File: config.mk
export PLATFORM = sky130hd
export DESIGN_NAME = id_queue_dp
export DESIGN_NICKNAME = d
export VERILOG_FILES = /design/src/rtl/id_queue_dp.sv
export SDC_FILE = /design/constraint.sdc
export NUM_CORES = 1
export LEC_CHECK = 0
export BUFFER_PORTS_ARGS = -buffer_cell sky130_fd_sc_hd__buf_2
export CORE_ASPECT_RATIO = 1.5
export CORE_UTILIZATION = 30
export CTS_CLUSTER_SIZE = 20
export DETAILED_ROUTE_END_ITERATION = 10
export PLACE_DENSITY = 0.46
export SLEW_MARGIN = 20
export SYNTH_ARGS = -nofsm -noshare
export SYNTH_HDL_FRONTEND = slang
export SYNTH_SLANG_ARGS = --single-unit
File: constraint.sdc
create_clock -name clk_i -period 12.4 [get_ports clk_i]
set_input_delay 0.62 -clock clk_i [delete_from_list [all_inputs] [get_ports clk_i]]
set_output_delay 0.62 -clock clk_i [all_outputs]
set_load 0.01 [all_outputs]
File: src/rtl/id_queue_dp.sv
// Multi-ID queue: each ID has its own FIFO. All IDs share one linked data table,
// and a small head-tail table maps each live ID to its list.
module id_queue_dp #(
    parameter int unsigned ID_WIDTH   = 2,
    parameter int unsigned CAPACITY   = 8,
    parameter int unsigned DATA_WIDTH = 32
) (
    input  logic                          clk_i,
    input  logic                          rst_i,
    input  logic [ID_WIDTH-1:0]           inp_id_i,
    input  logic [DATA_WIDTH-1:0]         inp_data_i,
    input  logic                          inp_req_i,
    output logic                          inp_gnt_o,
    input  logic [ID_WIDTH-1:0]           oup_id_i,
    input  logic                          oup_pop_i,
    input  logic                          oup_req_i,
    output logic                          oup_gnt_o,
    output logic [DATA_WIDTH-1:0]         oup_data_o,
    output logic                          oup_data_valid_o,
    input  logic [DATA_WIDTH-1:0]         exists_data_i,
    input  logic [DATA_WIDTH-1:0]         exists_mask_i,
    input  logic                          exists_req_i,
    output logic                          exists_o,
    output logic                          exists_gnt_o,
    input  logic                          flush_i,
    output logic [$clog2(CAPACITY+1)-1:0] count_o,
    output logic                          full_o,
    output logic                          empty_o
);

    localparam int unsigned NumIds = 2 ** ID_WIDTH;
    localparam int unsigned NumHt  = (NumIds < CAPACITY) ? NumIds : CAPACITY;
    localparam int unsigned IdxW   = $clog2(CAPACITY);
    localparam int unsigned HtW    = $clog2(NumHt);
    localparam int unsigned CntW   = $clog2(CAPACITY + 1);

    // Head-tail table
    logic [NumHt-1:0]    ht_free_q;
    logic [ID_WIDTH-1:0] ht_id_q   [NumHt];
    logic [IdxW-1:0]     ht_head_q [NumHt];
    logic [IdxW-1:0]     ht_tail_q [NumHt];

    // Linked data table
    logic [CAPACITY-1:0]   d_free_q;
    logic [DATA_WIDTH-1:0] d_data_q [CAPACITY];
    logic [IdxW-1:0]       d_next_q [CAPACITY];

    logic [CntW-1:0] count_q;

    logic            oup_hit, inp_hit;
    logic [HtW-1:0]  oup_ht, inp_ht, ht_free_idx;
    logic [IdxW-1:0] free_idx, pop_head;
    logic            pop_single, keep_entry;
    logic            push, pop;

    always_comb begin
        oup_hit = 1'b0;
        oup_ht  = '0;
        inp_hit = 1'b0;
        inp_ht  = '0;
        for (int unsigned i = 0; i < NumHt; i++) begin
            if (!ht_free_q[i] && ht_id_q[i] == oup_id_i) begin
                oup_hit = 1'b1;
                oup_ht  = HtW'(i);
            end
            if (!ht_free_q[i] && ht_id_q[i] == inp_id_i) begin
                inp_hit = 1'b1;
                inp_ht  = HtW'(i);
            end
        end
    end

    // Descending scans so the last match wins, giving the lowest free index.
    always_comb begin
        free_idx = '0;
        for (int i = int'(CAPACITY) - 1; i >= 0; i--) begin
            if (d_free_q[i]) free_idx = IdxW'(i);
        end
        ht_free_idx = '0;
        for (int i = int'(NumHt) - 1; i >= 0; i--) begin
            if (ht_free_q[i]) ht_free_idx = HtW'(i);
        end
    end

    always_comb begin
        exists_o = 1'b0;
        for (int unsigned i = 0; i < CAPACITY; i++) begin
            if (exists_req_i && !d_free_q[i] &&
                ((d_data_q[i] ^ exists_data_i) & exists_mask_i) == '0) begin
                exists_o = 1'b1;
            end
        end
    end

    assign count_o          = count_q;
    assign full_o           = (count_q == CntW'(CAPACITY));
    assign empty_o          = (count_q == '0);
    assign inp_gnt_o        = inp_req_i && !full_o && !flush_i && !rst_i;
    assign oup_gnt_o        = oup_req_i;
    assign oup_data_valid_o = oup_req_i && oup_hit;
    assign oup_data_o       = d_data_q[ht_head_q[oup_ht]];
    assign exists_gnt_o     = exists_req_i;

    assign push       = inp_gnt_o;
    assign pop        = oup_req_i && oup_pop_i && oup_data_valid_o && !flush_i && !rst_i;
    assign pop_head   = ht_head_q[oup_ht];
    assign pop_single = (pop_head == ht_tail_q[oup_ht]);
    // Push and pop of a single-element ID reuse the same head-tail entry.
    assign keep_entry = push && inp_hit && (inp_ht == oup_ht);

    // Payload and link fields carry no reset; only free bits qualify them.
    always_ff @(posedge clk_i) begin
        if (push) begin
            d_data_q[free_idx] <= inp_data_i;
            if (inp_hit) begin
                d_next_q[ht_tail_q[inp_ht]] <= free_idx;
                ht_tail_q[inp_ht]           <= free_idx;
            end else begin
                ht_id_q[ht_free_idx]   <= inp_id_i;
                ht_head_q[ht_free_idx] <= free_idx;
                ht_tail_q[ht_free_idx] <= free_idx;
            end
        end
        if (pop) begin
            if (keep_entry && pop_single) begin
                ht_head_q[oup_ht] <= free_idx;
            end else if (!pop_single) begin
                ht_head_q[oup_ht] <= d_next_q[pop_head];
            end
        end
    end

    always_ff @(posedge clk_i) begin
        if (rst_i || flush_i) begin
            d_free_q  <= '1;
            ht_free_q <= '1;
            count_q   <= '0;
        end else begin
            if (pop) begin
                d_free_q[pop_head] <= 1'b1;
                if (pop_single && !keep_entry) ht_free_q[oup_ht] <= 1'b1;
            end
            if (push) begin
                d_free_q[free_idx] <= 1'b0;
                if (!inp_hit) ht_free_q[ht_free_idx] <= 1'b0;
            end
            if (push && !pop) begin
                count_q <= count_q + CntW'(1);
            end else if (pop && !push) begin
                count_q <= count_q - CntW'(1);
            end
        end
    end

endmodule
==> results of run 1 <==
==> report_power, final <==
| group | internal, mW | switching, mW |
|---|---|---|
| Sequential | 1.21 | 0.00384 |
| Combinational | 0.0759 | 0.147 |
| Clock | 0.639 | 0.484 |
==> worst max-delay path by stage <==
stage                                  startpoint                endpoint  slack, ns  depth (start not counted)
after floorplan            d_free_q[7]$_SDFF_PP1_  d_free_q[5]$_SDFF_PP1_       7.13                          6
after global placement                oup_id_i[1]           oup_data_o[8]       6.62                          9
after detailed placement              oup_id_i[1]           oup_data_o[8]       6.91                          9
after CTS                 ht_id_q[3][1]$_DFFE_PP_           oup_data_o[8]       6.67                          8
after global routing      ht_id_q[3][0]$_DFFE_PP_           oup_data_o[8]       6.46                          8
final                     ht_id_q[3][1]$_DFFE_PP_          oup_data_o[25]       6.76                          8
==> registers in the layout (all words and copies together), names as in the netlist <==
name,count
count_o,4
ht_free_q,4
ht_tail_q,12
d_data_q,256
d_next_q,24
ht_head_q,12
ht_id_q,8
d_free_q,8
==> kinds of logic after synthesis <==
logic type / count (synthesis) / synth area share, %
AOI/OAI and AO/OA: 218 / 10.09
xor gates and xnor gates: 284 / 14.38
adders and majority gates: 4 / 0.3327
buffers and inverters: 110 / 2.755
DFF: 328 / 56.00
muxes: 115 / 11.57
and+or+nand+nor: 159 / 4.881
==> through the flow <==
| step | worst slack [ns] | hold slack, ns | instance area [µm²] | total power, mW |
|---|---|---|---|---|
| after CTS | 6.667 | 0.2810 | 20020 | 2.592 |
| after global routing | 6.464 | 0.2931 | 20020 | 2.638 |
| after detailed placement | 6.913 | 0.5194 | 18800 | 1.464 |
| after floorplan | 7.133 | 0.5148 | 17300 | 1.365 |
| final | 6.756 | 0.2969 | 20030 | 2.564 |
| after global placement | 6.624 | 0.4957 | 18770 | 1.463 |
==> synthesized netlist by cell type, types with 7 or more instances <==
cell	instances	area share (%)
inv_1	12	0.26
xnor2_1	11	0.56
a22o_1	48	2.4
a31oi_1	7	0.25
dfxtp_1	16	1.9
mux4_2	64	8.3
a222oi_1	8	0.46
nor2b_1	8	0.29
nand4b_1	8	0.40
nor3_1	22	0.64
o21ai_0	18	0.52
o22ai_1	7	0.25
edfxtp_1	312	54
nand4_1	23	0.83
nor2_1	25	0.54
a22oi_1	16	0.69
mux2i_1	11	0.64
clkbuf_1	66	1.4
a21oi_1	19	0.55
buf_1	12	0.26
nor4_1	13	0.47
nand2_1	34	0.74
mux2_2	36	2.3
buf_2	12	0.35
a221oi_1	52	2.6
xor2_1	273	14
==> routing by layer <==
layer	wire, µm	global-route usage, %
met2	33980	40.92
met1	22300	22.63
met5	45	0
met4	3922	12.72
met3	3054	3.742
==> final cells by class <==
class / instances / area share (%)
inverters: 12 / 0.2249
clock buffers: 45 / 4.929
diodes: 3 / 0.03748
multi-input cells: 780 / 36.05
repair buffers: 166 / 4.461
clock inverters: 23 / 1.156
well taps: 763 / 4.767
flip-flops and latches: 328 / 48.38
==> impl_metrics.py, run 1 <==
metrics = {
    "yosys": {
        "seq_area_frac_synth_pct": 56.00,
        "synth_edf_count": 312,
        "synth_fp_nets": 1329,
        "yosys.cell_types.count": 57,
        "yosys_warnings": 0,
        "synthFlopType": "edfxtp_1",
        "postSynthAreaPerCell_um2": 14.21,
        "ys_seq_elements": 328,
        "syn_inst": 1218,
        "async_flop_share_pct": 0,
        "syn_area_mm2": 0.01730,
    },
    "routing": {
        "ant_nets": 0,
        "drt-vias-per-instance": 5.317,
        "vias": 11270,
        "wl_per_cell_um": 29.86,
        "drcViolationCount": 0,
        "drtPass1Iterations": 5,
        "routed_wl_um": 63300,
        "first_iter_violations": 886,
    },
    "critical_path": {
        "critPathTopFamily": "buffers and inverters",
        "crit_fanout": 47,
        "cp_slowest_cell": "buf_4",
        "worstPathArrival_ns": 5.02,
        "max_stage_delay_ns": 0.92,
        "worstReg2RegStart": "ht_id_q[3][1]$_DFFE_PP_",
        "worstPathCellList": "xnor2_1 -> and3_1 -> a311oi_4 -> a21oi_4 -> buf_4 -> mux4_2 -> mux2_2 -> buf_2",
        "r2r_end": "d_free_q[1]$_SDFF_PP1_",
        "cp_data_required_time_ns": 11.78,
        "worstSetupStartpointType": "flip-flop",
        "r2r_cells": 8,
        "critPathBufInv": 2,
        "path_class": "reg2out",
        "rrSetupSlack_ns": 8.30,
        "endpoint_kind": "primary output",
    },
    "run_status": {
        "outcome": "completed",
    },
    "timing": {
        "period_share_pct": 45.52,
        "setup_tns_ns": 0,
        "rsz0062_at_grt": "no",
        "setup_viol": 0,
        "tightest_slew_ns": 1.074,
        "hold_violations": 0,
        "fmax_mhz": 177.2,
        "final.setup_skew_ns": 0.04622,
        "drv_slew": 0,
        "slew_headroom_pct": 28.13,
        "fin_crit_ns": 5.644,
    },
    "cells_and_area": {
        "stdcell_count": 2120,
        "fin_util_pct": 35.20,
        "multi_input_area_mm2": 0.007219,
        "layout_common_cells": "edfxtp_1 (312), xor2_1 (273), buf_2 (149), mux4_2 (64), a221oi_1 (52)",
        "nets": 1437,
        "final_common_cell": "edfxtp_1",
        "syn_to_final_growth_pct": 15.75,
        "drive_gt1_share_pct": 25.04,
        "n_fill_cell": 5535,
        "seqCellArea_mm2": 0.009689,
    },
    "power": {
        "p_leak_nw": 6.981,
        "vdd_drop_max_mv": 0.1085,
        "power_density_mw_per_mm2": 128.0,
    },
    "placed_design": {
        "io_buffers": 149,
        "place_inst": 2049,
        "dpl.hpwl_um": 46360,
        "place_congestion": 0.9421,
    },
    "clock_tree": {
        "cts_hold_buf": 0,
        "cts_resized": 0,
        "clk_pin_slew_worst_paths_ns": 0.06,
        "root_buffer": "clkbuf_16",
        "cts_buffers": 38,
        "cts_tree": "done",
        "clock_latency_ns": 0.59,
        "clkSinkCount": 328,
        "htreeDepth": 2,
        "post-cts-setup-buffer-count": 0,
        "clock_path_buffers": 3,
    },
    "worst_hold_path": {
        "whs_path_depth": 1,
        "hp-class": "in2reg",
        "holdPathEnd": "d_data_q[2][9]$_DFFE_PP_",
        "worstHoldStart": "inp_data_i[9]",
    },
    "floorplanning": {
        "start_util_pct": 30.41,
        "die_h_um": 296.1,
        "core.rowCount": 107,
        "core-area_mm2": 0.05690,
        "die_area_mm2": 0.05866,
        "ioPinCount": 150,
        "die_x_um": 198.1,
    },
    "grt": {
        "grt_pass1_wl_um": 88920,
        "grtUsageTotal_pct": 21.83,
        "first_global_vias": 12070,
        "grt_max_degree": 48,
        "antenna_found_initial": 7,
        "overflow": 0,
    },
    "run": {
        "cap_violations": 0,
    },
}
(Power assumes the default switching activity.)
==> run 2: changes to the inputs <==
==> constraint.sdc (replaced) <==
create_clock -name clk_i -period 5.6 [get_ports clk_i]
set_input_delay 0.28 -clock clk_i [delete_from_list [all_inputs] [get_ports clk_i]]
set_output_delay 0.28 -clock clk_i [all_outputs]
set_load 0.01 [all_outputs]
==> impl_metrics.py, run 2 (synthesized netlist as in run 1, its figures left out) <==
metrics = {
    "timing": {
        "rsz0062_at_grt": "no",
        "drv_slew": 0,
        "period_share_pct": 79.58,
        "setup_viol": 0,
        "hold_violations": 0,
        "fin_crit_ns": 4.456,
        "setup_tns_ns": 0,
        "hold_ws_ns": 0.02976,
        "fmax_mhz": 224.4,
        "slew_headroom_pct": 31.23,
        "final.setup_skew_ns": 0.02715,
        "tightest_slew_ns": 1.032,
    },
    "critical_path": {
        "cp_slowest_cell": "and3_1",
        "worstPathArrival_ns": 4.18,
        "rrSetupSlack_ns": 1.80,
        "max_stage_delay_ns": 0.79,
        "endpoint_kind": "primary output",
        "critPathTopFamily": "multiplexers",
        "path_class": "reg2out",
        "cp_data_required_time_ns": 5.32,
        "r2r_cells": 12,
        "worstPathCellList": "xnor2_1 -> and3_1 -> a311oi_4 -> a21oi_4 -> buf_12 -> mux4_2 -> mux2_2 -> buf_2",
        "worstSetupStartpointType": "flip-flop",
        "crit_fanout": 66,
        "worstReg2RegStart": "ht_id_q[3][1]$_DFFE_PP_",
        "critPathBufInv": 2,
        "r2r_end": "count_o[3]$_SDFFE_PP0P_",
    },
    "clock_tree": {
        "cts_buffers": 38,
        "clk_pin_slew_worst_paths_ns": 0.06,
        "htreeDepth": 2,
        "cts_tree": "done",
        "clock_latency_ns": 0.56,
        "clock_path_buffers": 3,
        "clkSinkCount": 328,
        "cts_resized": 0,
        "root_buffer": "clkbuf_16",
        "post-cts-setup-buffer-count": 0,
    },
    "placed_design": {
        "io_buffers": 149,
        "place_congestion": 0.9447,
        "dpl.hpwl_um": 45820,
    },
    "floorplanning": {
        "die_h_um": 296.1,
        "ioPinCount": 150,
        "core-area_mm2": 0.05690,
        "die_x_um": 198.1,
        "core.rowCount": 107,
        "start_util_pct": 30.41,
        "die_area_mm2": 0.05866,
    },
    "grt": {
        "top_usage_layer": "met2",
        "grt_util_met1_pct": 23.09,
        "grtUsageMet3_pct": 3.105,
        "grt_pass1_wl_um": 88660,
        "first_global_vias": 12010,
        "grtUsageTotal_pct": 21.66,
        "antenna_found_initial": 4,
        "overflow": 0,
        "grt_max_degree": 67,
        "use_met2_pct": 40.87,
    },
    "cells_and_area": {
        "nets": 1466,
        "layout_common_cells": "edfxtp_1 (312), xor2_1 (273), buf_2 (149), mux4_2 (64), a221oi_1 (52)",
        "regMostFlops": "d_data_q",
        "largest_register_ffs": 256,
        "drive_gt1_share_pct": 24.57,
        "n_fill_cell": 5608,
        "final_common_cell": "edfxtp_1",
        "syn_to_final_growth_pct": 17.57,
    },
    "worst_hold_path": {
        "worstHoldStart": "inp_data_i[29]",
        "hp-class": "in2reg",
        "whs_path_depth": 1,
        "holdPathEnd": "d_data_q[7][29]$_DFFE_PP_",
    },
    "routing": {
        "drtPass1Iterations": 7,
        "wl_per_cell_um": 29.40,
        "vias": 11560,
        "first_iter_violations": 891,
        "routed_wl_um": 63180,
        "drt-vias-per-instance": 5.377,
        "ant_nets": 0,
        "drcViolationCount": 0,
    },
    "power": {
        "power_density_mw_per_mm2": 281.8,
        "p_leak_nw": 7.102,
        "vdd_drop_max_mv": 0.2395,
    },
    "run": {
        "cap_violations": 0,
    },
    "run_status": {
        "outcome": "completed",
    },
}
==> run 2: how the worst max path moves through the flow <==
stage	to	slack, ns	startpoint	cells after the start
after floorplan	d_free_q[5]$_SDFF_PP1_	0.33	d_free_q[7]$_SDFF_PP1_	6
after global placement	oup_data_o[2]	1.77	oup_id_i[1]	9
after detailed placement	ht_head_q[0][2]$_DFFE_PP_	1.69	oup_id_i[1]	9
after CTS	oup_data_o[8]	1.12	ht_id_q[3][1]$_DFFE_PP_	8
after global routing	oup_data_o[23]	0.88	ht_id_q[3][1]$_DFFE_PP_	8
final	oup_data_o[15]	1.14	ht_id_q[3][1]$_DFFE_PP_	8
==> run 2: power by group <==
group	switching (mW)	total [mW]	internal (mW)
registers	0.00833	2.70	2.69
logic	0.327	0.508	0.181
clock network	1.07	2.53	1.46
total	1.40	5.73	4.33
==> run 2: timing repair <==
item	4_1_cts	5_1_grt
hold buffers	29	0
hold endpoints to repair	229	0
endpoints found under the setup margin	0	0
==> run 2: final cells by class <==
class	count	area (µm²)	share of cell area, %
Sequential cell	328	9689	47.63
Multi-Input combinational cell	780	7217	35.48
Timing Repair Buffer	195	1189	5.843
Clock buffer	45	987.2	4.853
Tap cell	763	954.7	4.693
Clock inverter	24	256.5	1.261
Inverter	12	45.04	0.2214
Antenna cell	2	5.005	0.02460
==> run 2: layer usage <==
metal | wire length (µm) | vias up
met4 | 3470 | 2
met2 | 34180 | 369
met5 | 8 | -
met3 | 2517 | 126
li1 | - | 5032
met1 | 23000 | 6026
==> run 2: worst register-to-register path: stages (launching register included) <==
cell	delay (ns)
edfxtp_1	0.42
xnor2_1	0.31
and3_1	0.79
o41a_1	0.31
nand3_1	0.31
ha_1	0.37
inv_1	0.11
ha_1	0.24
a21o_1	0.17
a21oi_1	0.18
xnor2_1	0.09
or3_1	0.30
a21oi_1	0.14
==> run 2: stage by stage <==
| step | util [%] | cell area, µm² | instances | setup slack [ns] | power (mW) |
|---|---|---|---|---|---|
| 3_5_place_dp | 33.05 | 18800 | 2049 | 1.691 | 3.240 |
| 6_report | 35.75 | 20340 | 2149 | 1.144 | 5.732 |
| 4_1_cts | 35.74 | 20340 | 2147 | 1.120 | 5.791 |
| 2_1_floorplan | - | 17300 | 1218 | 0.3327 | 3.023 |
| 5_1_grt | 35.75 | 20340 | 2148 | 0.8788 | 5.896 |
| 3_3_place_gp | 33.04 | 18800 | 2049 | 1.774 | 3.240 |
==> run 3: changes to the inputs <==
==> constraint.sdc (replaced) <==
create_clock -name clk_i -period 4.37 [get_ports clk_i]
set_input_delay 0.2185 -clock clk_i [delete_from_list [all_inputs] [get_ports clk_i]]
set_output_delay 0.2185 -clock clk_i [all_outputs]
set_load 0.01 [all_outputs]
==> impl_metrics.py, run 3 (synthesized netlist as in run 1, its figures left out) <==
metrics = {
    "power": {
        "swShare_pct": 23.92,
        "internal_power_mw": 5.616,
        "p_sw_mw": 1.766,
        "vdd_drop_max_mv": 0.2400,
        "p_leak_nw": 7.170,
        "power_density_mw_per_mm2": 360.8,
        "pwr-share-seq_pct": 46.8,
        "power_frac_comb_pct": 8.9,
        "clock_power_share_pct": 44.2,
    },
    "clock_tree": {
        "clkSinkCount": 328,
        "cts_resized": 0,
        "cts_buffers": 38,
        "clock_path_buffers": 3,
        "clk_pin_slew_worst_paths_ns": 0.07,
        "htreeDepth": 2,
        "post-cts-setup-buffer-count": 0,
        "cts_tree": "done",
        "root_buffer": "clkbuf_16",
        "clock_latency_ns": 0.57,
        "cts_hold_buf": 35,
    },
    "placed_design": {
        "dpl.hpwl_um": 46200,
        "place_congestion": 0.9234,
        "place_inst": 2056,
        "place_area_mm2": 0.01885,
        "io_buffers": 149,
    },
    "timing": {
        "tightest_slew_ns": 1.068,
        "slew_headroom_pct": 28.71,
        "hold_violations": 0,
        "final.setup_skew_ns": 0.02417,
        "fin_crit_ns": 4.130,
        "rsz0062_at_grt": "no",
        "setup_viol": 0,
        "fmax_mhz": 242.1,
        "drv_slew": 0,
        "period_share_pct": 94.52,
        "hold_ws_ns": 0.03021,
    },
    "floorplanning": {
        "die_area_mm2": 0.05866,
        "core-area_mm2": 0.05690,
        "die_h_um": 296.1,
        "core.rowCount": 107,
        "start_util_pct": 30.41,
        "die_x_um": 198.1,
        "ioPinCount": 150,
    },
    "routing": {
        "routed_wl_um": 63040,
        "top_layer": "met5",
        "ant_nets": 0,
        "wl_met1_um": 22690,
        "drcViolationCount": 0,
        "first_iter_violations": 862,
        "drt-vias-per-instance": 5.297,
        "wl_per_cell_um": 29.20,
        "vias": 11440,
        "dr_wl_met3_um": 2779,
        "wl_met2_um": 33370,
        "drtPass1Iterations": 6,
    },
    "critical_path": {
        "worstSetupStartpointType": "flip-flop",
        "rrSetupSlack_ns": 0.68,
        "crit_fanout": 54,
        "worstReg2RegStart": "ht_id_q[3][1]$_DFFE_PP_",
        "cp_data_required_time_ns": 4.15,
        "r2r_end": "ht_head_q[1][0]$_DFFE_PP_",
        "critPathLaunch": "ht_id_q[3][1]$_DFFE_PP_",
        "worstPathArrival_ns": 3.91,
        "endpoint_kind": "primary output",
        "path_class": "reg2out",
        "r2r_cells": 7,
        "crit_path_end": "oup_data_o[25]",
    },
    "grt": {
        "grt_pass1_wl_um": 88570,
        "overflow": 0,
        "first_global_vias": 12170,
        "grt_max_degree": 55,
        "antenna_found_initial": 5,
        "grtUsageTotal_pct": 21.65,
    },
    "cells_and_area": {
        "n_fill_cell": 5565,
        "syn_to_final_growth_pct": 18.23,
        "drive_gt1_share_pct": 24.69,
        "seqCellArea_mm2": 0.009689,
        "fin_area_mm2": 0.02046,
        "layout_common_cells": "edfxtp_1 (312), xor2_1 (273), buf_2 (149), mux4_2 (64), a221oi_1 (52)",
        "multi_input_area_mm2": 0.007214,
        "fin_util_pct": 35.95,
        "stdcell_count": 2159,
        "largest_register_ffs": 256,
        "final_common_cell": "edfxtp_1",
        "nets": 1479,
        "regMostFlops": "d_data_q",
    },
    "worst_hold_path": {
        "hp-class": "in2reg",
        "worstHoldStart": "inp_id_i[0]",
    },
    "run": {
        "cap_violations": 0,
    },
    "run_status": {
        "outcome": "completed",
    },
}
[run 3: cell types whose count changed in the layout (fill, tap and decap cells not counted), moves of 2 or more]
cell,delta
dlygate4sd3_1,+6
clkinv_1,-3
buf_4,+7
clkinvlp_4,-2
clkinv_8,+2
[run 3: stage by stage]
step	setup WS (ns)	total power, mW	TNS (ns)
final	0.2396	7.382	0
after detailed placement	0.7165	4.156	0
after global placement	0.7100	4.155	0
after CTS	0.2306	7.455	0
after floorplan	-0.8973	3.874	-84.31
after global routing	0.07311	7.592	0
[run 3: power groups by stage]
| stage | logic [mW] | clock network, mW | registers [mW] |
|---|---|---|---|
| floorplan | 0.351 | 0 | 3.52 |
| global placement | 0.631 | 0 | 3.52 |
| detailed placement | 0.632 | 0 | 3.52 |
| CTS | 0.661 | 3.34 | 3.46 |
| global route | 0.692 | 3.44 | 3.46 |
| finish | 0.659 | 3.27 | 3.46 |
[run 3: layout make-up]
cell class	instances	share of cell area (%)
antenna	3	0.03670
tap	763	4.667
multi-input combinational	780	35.27
timing repair buffer	208	6.361
sequential	328	47.36
inverter	12	0.2202
clock inverter	19	1.187
clock buffer	46	4.899
[run 3: worst min-delay path by stage]
stage	endpoint	slack, ns	cells after the start
4_1_cts	ht_id_q[1][0]$_DFFE_PP_	0.006	1
2_1_floorplan	d_data_q[0][0]$_DFFE_PP_	0.32	0
5_1_grt	ht_id_q[1][0]$_DFFE_PP_	0.009	1
3_3_place_gp	d_data_q[5][5]$_DFFE_PP_	0.49	1
6_report	ht_id_q[1][0]$_DFFE_PP_	0.03	1
3_5_place_dp	d_data_q[5][1]$_DFFE_PP_	0.50	1
[run 3: layer usage]
layer  vias up  GRT usage, %
met5         -             0
met4         4         13.46
met3       119         3.207
met2       376         39.87
met1      5877         23.04
li1       5060             -
[run 3: worst max-delay path, cell delays in order, from the launching register on]
cell and delay [ns]:
edfxtp_1 0.42, xnor2_1 0.37, and3_1 0.60, a311oi_4 0.19, a21oi_4 0.24, buf_12 0.40, mux4_2 0.57, mux2_2 0.32
buf_2 0.16
